`src/rtl/pc_redirect_unit_if.sv`:
```
// rtl/pc_redirect_unit_if.sv - redirect request / fetch PC bundle between decode and fetch
//
// Purpose: groups the redirect requests coming from decode/execute and the
// fetch-side PC outputs of pc_redirect_unit.
// Signals:
//   stall             : hold PC, state and latched target
//   branch_taken      : conditional branch resolved taken
//   branch_offset_sl2 : sign-extended immediate already shifted left by 2
//   jump, jump_index  : J/JAL request and its instr_index field
//   jr, jr_target     : JR/JALR request and its register-sourced target
//   pc, pc_plus4      : current fetch address and pc + 4
//   in_delay_slot     : current pc is a delay-slot instruction
//   target_misaligned : one-cycle pulse, accepted JR target had low bits set
//   redirect_dropped  : one-cycle pulse, request ignored in the delay slot
// Modports: slave = the PC unit, master = the requesting side.

interface pc_redirect_unit_if;
    logic        stall;
    logic        branch_taken;
    logic [31:0] branch_offset_sl2;
    logic        jump;
    logic [25:0] jump_index;
    logic        jr;
    logic [31:0] jr_target;
    logic [31:0] pc;
    logic [31:0] pc_plus4;
    logic        in_delay_slot;
    logic        target_misaligned;
    logic        redirect_dropped;

    modport slave (
        input  stall, branch_taken, branch_offset_sl2, jump, jump_index, jr, jr_target,
        output pc, pc_plus4, in_delay_slot, target_misaligned, redirect_dropped
    );

    modport master (
        output stall, branch_taken, branch_offset_sl2, jump, jump_index, jr, jr_target,
        input  pc, pc_plus4, in_delay_slot, target_misaligned, redirect_dropped
    );
endinterface

```
`src/rtl/pc_redirect_unit.sv`:
```
// rtl/pc_redirect_unit.sv - MIPS fetch program counter with delay-slot redirect FSM
//
// Purpose: holds the fetch PC, computes PC+4 and selects the next PC from
// JR (highest priority), J/JAL, or a taken branch. With DELAY_SLOT = 1 the
// instruction after a redirect request is always fetched before the redirect
// lands; with DELAY_SLOT = 0 the redirect lands on the next advance.
// Ports:
//   clk : rising-edge clock
//   rst : asynchronous active-high reset
//   bus : pc_redirect_unit_if.slave (requests in, pc / status out)

module pc_redirect_unit #(
    parameter int              DATA_W     = 32,
    parameter logic [31:0]     RESET_PC   = 32'h0000_0000,
    parameter bit              DELAY_SLOT = 1'b1
) (
    input  logic                 clk,
    input  logic                 rst,
    pc_redirect_unit_if.slave    bus
);

    typedef enum logic {SEQ = 1'b0, SLOT = 1'b1} state_t;

    state_t              state_q, state_d;
    logic [DATA_W-1:0]   pc_q, pc_d;
    logic [DATA_W-1:0]   target_q, target_d;
    logic                target_misaligned_q, target_misaligned_d;
    logic                redirect_dropped_q, redirect_dropped_d;

    logic [DATA_W-1:0]   pc_plus4;
    logic [DATA_W-1:0]   sel_target;
    logic                any_req;
    logic                jr_misaligned;

    // Target selection: jr > jump > branch; lower requests are simply masked.
    always_comb begin
        pc_plus4      = pc_q + 32'd4;
        any_req       = bus.jr | bus.jump | bus.branch_taken;
        jr_misaligned = bus.jr && (bus.jr_target[1:0] != 2'b00);
        if (bus.jr) begin
            sel_target = {bus.jr_target[DATA_W-1:2], 2'b00};
        end else if (bus.jump) begin
            sel_target = {pc_plus4[DATA_W-1:DATA_W-4], bus.jump_index, 2'b00};
        end else begin
            sel_target = pc_plus4 + bus.branch_offset_sl2;
        end
    end

    always_comb begin
        state_d             = state_q;
        pc_d                = pc_q;
        target_d            = target_q;
        target_misaligned_d = 1'b0;
        redirect_dropped_d  = 1'b0;

        if (!bus.stall) begin
            if (DELAY_SLOT) begin
                unique case (state_q)
                    SEQ: begin
                        // The delay-slot instruction is fetched next; the
                        // target waits in target_q for one more advance.
                        pc_d = pc_plus4;
                        if (any_req) begin
                            target_d            = sel_target;
                            state_d             = SLOT;
                            target_misaligned_d = jr_misaligned;
                        end
                    end
                    SLOT: begin
                        // A redirect inside the delay slot is architecturally
                        // undefined; it is dropped and reported.
                        pc_d               = target_q;
                        state_d            = SEQ;
                        redirect_dropped_d = any_req;
                    end
                    default: state_d = SEQ;
                endcase
            end else begin
                pc_d                = any_req ? sel_target : pc_plus4;
                target_misaligned_d = jr_misaligned;
            end
        end
    end

    always_ff @(posedge clk or posedge rst) begin
        if (rst) begin
            state_q             <= SEQ;
            pc_q                <= RESET_PC;
            target_q            <= '0;
            target_misaligned_q <= 1'b0;
            redirect_dropped_q  <= 1'b0;
        end else begin
            state_q             <= state_d;
            pc_q                <= pc_d;
            target_q            <= target_d;
            target_misaligned_q <= target_misaligned_d;
            redirect_dropped_q  <= redirect_dropped_d;
        end
    end

    assign bus.pc                = pc_q;
    assign bus.pc_plus4          = pc_plus4;
    assign bus.in_delay_slot     = (state_q == SLOT);
    assign bus.target_misaligned = target_misaligned_q;
    assign bus.redirect_dropped  = redirect_dropped_q;

endmodule
```
`src/flat_wrapper.sv`:
```
// flat-port wrapper written by rule: the top's interface ports become plain ports
module pc_redirect_unit_flat 
#(
    parameter int              DATA_W     = 32,
    parameter logic [31:0]     RESET_PC   = 32'h0000_0000,
    parameter bit              DELAY_SLOT = 1'b1
)
  (clk, rst, bus_stall, bus_branch_taken, bus_branch_offset_sl2, bus_jump, bus_jump_index, bus_jr, bus_jr_target, bus_pc, bus_pc_plus4, bus_in_delay_slot, bus_target_misaligned, bus_redirect_dropped);
  pc_redirect_unit_if bus_i ();
  input  logic clk;
  input  logic rst;
  input wire logic [$bits(bus_i.stall)-1:0] bus_stall;
  input wire logic [$bits(bus_i.branch_taken)-1:0] bus_branch_taken;
  input wire logic [$bits(bus_i.branch_offset_sl2)-1:0] bus_branch_offset_sl2;
  input wire logic [$bits(bus_i.jump)-1:0] bus_jump;
  input wire logic [$bits(bus_i.jump_index)-1:0] bus_jump_index;
  input wire logic [$bits(bus_i.jr)-1:0] bus_jr;
  input wire logic [$bits(bus_i.jr_target)-1:0] bus_jr_target;
  output wire logic [$bits(bus_i.pc)-1:0] bus_pc;
  output wire logic [$bits(bus_i.pc_plus4)-1:0] bus_pc_plus4;
  output wire logic [$bits(bus_i.in_delay_slot)-1:0] bus_in_delay_slot;
  output wire logic [$bits(bus_i.target_misaligned)-1:0] bus_target_misaligned;
  output wire logic [$bits(bus_i.redirect_dropped)-1:0] bus_redirect_dropped;
  assign bus_i.stall = bus_stall;
  assign bus_i.branch_taken = bus_branch_taken;
  assign bus_i.branch_offset_sl2 = bus_branch_offset_sl2;
  assign bus_i.jump = bus_jump;
  assign bus_i.jump_index = bus_jump_index;
  assign bus_i.jr = bus_jr;
  assign bus_i.jr_target = bus_jr_target;
  assign bus_pc = bus_i.pc;
  assign bus_pc_plus4 = bus_i.pc_plus4;
  assign bus_in_delay_slot = bus_i.in_delay_slot;
  assign bus_target_misaligned = bus_i.target_misaligned;
  assign bus_redirect_dropped = bus_i.redirect_dropped;
  pc_redirect_unit #(.DATA_W(DATA_W), .RESET_PC(RESET_PC), .DELAY_SLOT(DELAY_SLOT)) u_core (.clk(clk), .rst(rst), .bus(bus_i));
endmodule
```
`config.mk`:
```
export PLATFORM = sky130hd
export DESIGN_NAME = pc_redirect_unit_flat
export DESIGN_NICKNAME = d
export VERILOG_FILES = /design/src/rtl/pc_redirect_unit_if.sv /design/src/rtl/pc_redirect_unit.sv /design/src/flat_wrapper.sv
export SDC_FILE = /design/constraint.sdc
export NUM_CORES = 1
export LEC_CHECK = 0
export BUFFER_PORTS_ARGS = -buffer_cell sky130_fd_sc_hd__buf_2
export CORE_UTILIZATION = 25
export DETAILED_ROUTE_END_ITERATION = 10
export GPL_TIMING_DRIVEN = 1
export HOLD_SLACK_MARGIN = 0.1
export SETUP_SLACK_MARGIN = 0.05
export SYNTH_ARGS = -nofsm -noshare
export SYNTH_HDL_FRONTEND = slang
export SYNTH_SLANG_ARGS = --single-unit
export TNS_END_PERCENT = 1
```
`constraint.sdc`:
```
create_clock -name clk -period 4.2 [get_ports clk]
set_clock_uncertainty 0.15 [all_clocks]
set_input_delay 0.84 -clock clk [delete_from_list [all_inputs] [get_ports clk]]
set_output_delay 0.84 -clock clk [all_outputs]
set_load 0.01 [all_outputs]
```
==> metrics.cfg <==
[logic_synthesis]
async_reset_ff_share_pct=100.0
synthMuxAreaShare_pct=4.161
yosysTopAreaCell=dfrtp_1
ys.flop_type=dfrtp_1
synth_xor_area_share_pct=8.322
syn_inst=701
yosys.cell_types.count=63
synth-seq-cells=67
synth_compound_area_share_pct=26.07
seq_area_frac_synth_pct=29.66
syn_area_mm2=0.005653
syn-num-nets=837
synth_adder_area_share_pct=8.986
synth_area_leaders=dfrtp_1 30%, ha_1 8.6%, o21ai_0 8.5%
synth-simple-area-share_pct=18.95
syn_avg_cell_area_um2=8.064
synth_top_family_by_area=compound AO/OA/AOI/OAI gates
synth_edf_count=0
yosys.area.top_type_share_pct=29.66
ys.warnings.count=0

[outcome]
status=finished, violations left
violations=DRC

[cells_and_area]
antenna_cells=0
layout_commonest_cell=buf_2
area_growth_pct=34.59
layout-drive-gt1-share_pct=31.98
fill_cells=2348
fin_nets=1019
final_cell_mix=162 x buf_2, 96 x o21ai_0, 79 x nand2_1

[detailed_routing]
drt-initial-drc-count=340
drc=14
drt_pass1_iterations=8
wl_per_cell_um=17.45
viasPerCell=5.065
wirelength_mm=20.39
vias=5916
postRouteAntennaNets=0

[die]
placementRows=54
start_util_pct=25.66
core_area_mm2=0.02203
die_w_um=152.4
dieArea_mm2=0.02322
ios=163
fp.dieH_um=152.4

[timing]
final.setup.tns_ns=0
finalSetupViolations=0
fin_crit_sh_pct=95.82
hold_violations=0
timing.slew.headroom_pct=48.89
fmax_mhz=248.5
setup_ws_ns=0.1757
rsz0062_at_grt=true
period_minus_slack_ns=4.024
slew_violations=0
tightest_slew_ns=0.7666

[placement]
gp_congestion=0.8763
port_buffers=162
place_ws_ns=0.07865
dp_hpwl_mm=15.94

[clocking]
cts_made_buffers=9
hold_buffers=0
insertion_delay_ns=0.33
cts_root_buffer=clkbuf_16
clock-sinks=67
clock_path_buffers=2
htree_levels=3
clk_pin_slew_ns=0.06
tritoncts=yes

[power]
internal_power_w=0.002572
power_frac_clock_pct=19.3
powerDensity_mw_per_mm2=596.7
power.leakage_nw=3.612
switching_share_pct=43.34
seqPwrFrac_pct=23.6
p_comb_share_pct=57.1
peakVddDrop_v=0.0001684
switchingPower_w=0.001968

[global_route]
grt_first_pass_wirelength_mm=30.93
antenna_found_initial=0
grt_usage_pct=17.19
grt_overflow=0
grt_pass1_vias=5566
grt_max_degree=67

[min_path]
worstHoldEndpoint=u_core.target_q[0]
worstHoldStart=u_core.target_q[0]
hold_path_class=reg -> reg
holdPathStages=2

[setup_path]
crit_chain=ha_2 -> and3_4 -> nand2_4 -> nor4_4 -> buf_4 -> xor2_4 -> ha_4 -> and4_1 -> a221o_1 -> a22o_1 -> a21o_1 -> o31ai_2 -> xor2_1 -> or4b_1 -> nand3_1
worstPathRequired_ns=4.32
slowest_delay_ns=0.46
startpoint_type=flop
critPathArrivalTime_ns=4.14
criticalPathCategory=reg -> reg
reg2reg_depth=15
endpoint_kind=flop
cp_max_fo=5
r2r_slack_ns=0.18
reg2reg_to=u_core.target_q[31]
crit-reg2reg-launch=u_core.bus.pc[3]
slowest_stage=or4b_1

[flow_run]
maxCapViolCount=0

==> critical path, delay by kind of cell, from the launching register on <==
family                   cells  cell delay [ns]
buffers and inverters        1             0.20
adder cells (fa/ha/maj)      2             0.44
AND/OR/NAND/NOR              6             1.34
flip-flops                   1             0.42
AO/OA/AOI/OAI                4             1.08
XOR/XNOR                     2             0.32
==> state kept, by name (all words and copies together) (netlist names) <==
name,count
u_core.bus.in_delay_slot,1
u_core.bus.pc,32
u_core.bus.redirect_dropped,1
u_core.bus.target_misaligned,1
u_core.target_q,32
==> what timing repair did <==
action,4_1_cts,5_1_grt
setup buffers,0,7
gates cloned,0,0
setup endpoints to repair,1,6
resized for setup,0,32
pin swaps,1,18
==> synthesized netlist by cell type, types with 2 or more instances <==
cell type and count:
a31oi_1 7, o21ai_0 96, buf_2 5, nand3_2 2
a211oi_1 5, o21bai_1 3, mux2i_1 19, nand2b_1 5
o21ai_1 9, nand3_1 24, a22oi_1 8, a21oi_1 52
clkbuf_1 25, and4_1 3, a221o_1 3, xnor2_1 30
a21o_1 15, and2_1 6, o211ai_1 19, nor3_1 14
o31ai_1 2, nand4_1 13, mux2_2 4, xnor2_2 2
inv_1 13, nand2_1 80, ha_1 39, o21a_1 7
or2_2 2, a221oi_1 2, nor2_1 50, buf_1 8
buf_4 2, or3_1 4, dfrtp_1 67, xor2_1 20
and3_1 10
==> stage by stage <==
step | power [W] | cell area, µm² | cells | utilization, % | hold slack, ns
finish | 0.004540 | 7609 | 1168 | 34.54 | 0.3101
CTS | 0.004449 | 7385 | 1161 | 33.53 | 0.3152
global route | 0.004866 | 7609 | 1168 | 34.54 | 0.3392
floorplan | 0.002637 | 5720 | 701 | - | 0.2848
global placement | 0.003528 | 7042 | 1145 | 31.97 | 0.2961
detailed placement | 0.003545 | 7042 | 1145 | 31.97 | 0.3024
==> power by group through the flow <==
stage	registers (W)	logic, W	clock network [W]
2_1_floorplan	0.00110	0.00153	0
3_3_place_gp	0.00106	0.00247	0
3_5_place_dp	0.00107	0.00248	0
4_1_cts	0.00106	0.00249	0.000899
5_1_grt	0.00111	0.00283	0.000926
6_report	0.00107	0.00259	0.000876
==> worst max-delay path by stage <==
stage                     slack (ns)  cells past startpoint                   to             start
final                           0.18                     15  u_core.target_q[31]  u_core.bus.pc[3]
after global routing           -0.02                     15  u_core.target_q[31]  u_core.bus.pc[3]
after CTS                       0.07                     16  u_core.target_q[31]  u_core.bus.pc[3]
after detailed placement        0.08                     16  u_core.target_q[31]  u_core.bus.pc[3]
after global placement          0.13                     16  u_core.target_q[31]  u_core.bus.pc[3]
after floorplan                 0.07                     16  u_core.target_q[31]  u_core.bus.pc[4]
==> final cells by class <==
class	count	area (µm²)	area share, %
multi-input cells	580	4001	52.59
clock buffers	11	242.7	3.190
flip-flops and latches	67	1679	22.07
well taps	280	350.3	4.605
inverters	13	48.80	0.6413
clock inverters	5	100.1	1.316
repair buffers	212	1186	15.59
==> per-layer routing <==
metal	GRT usage, %	share of wire, %	vias to the layer above
li1	-	-	2912
met1	23.48	47	2773
met2	27.36	45	203
met3	2.816	6.1	28
met4	5.977	2.1	0
met5	0	0	-
==> kinds of logic after synthesis <==
family / Yosys count
xor gates and xnor gates: 52
muxes: 23
AOI/OAI and AO/OA: 242
adders and majority gates: 40
DFF: 67
buffers and inverters: 54
and+or+nand+nor: 223
Note: power is estimated with default switching activity, not from simulation.
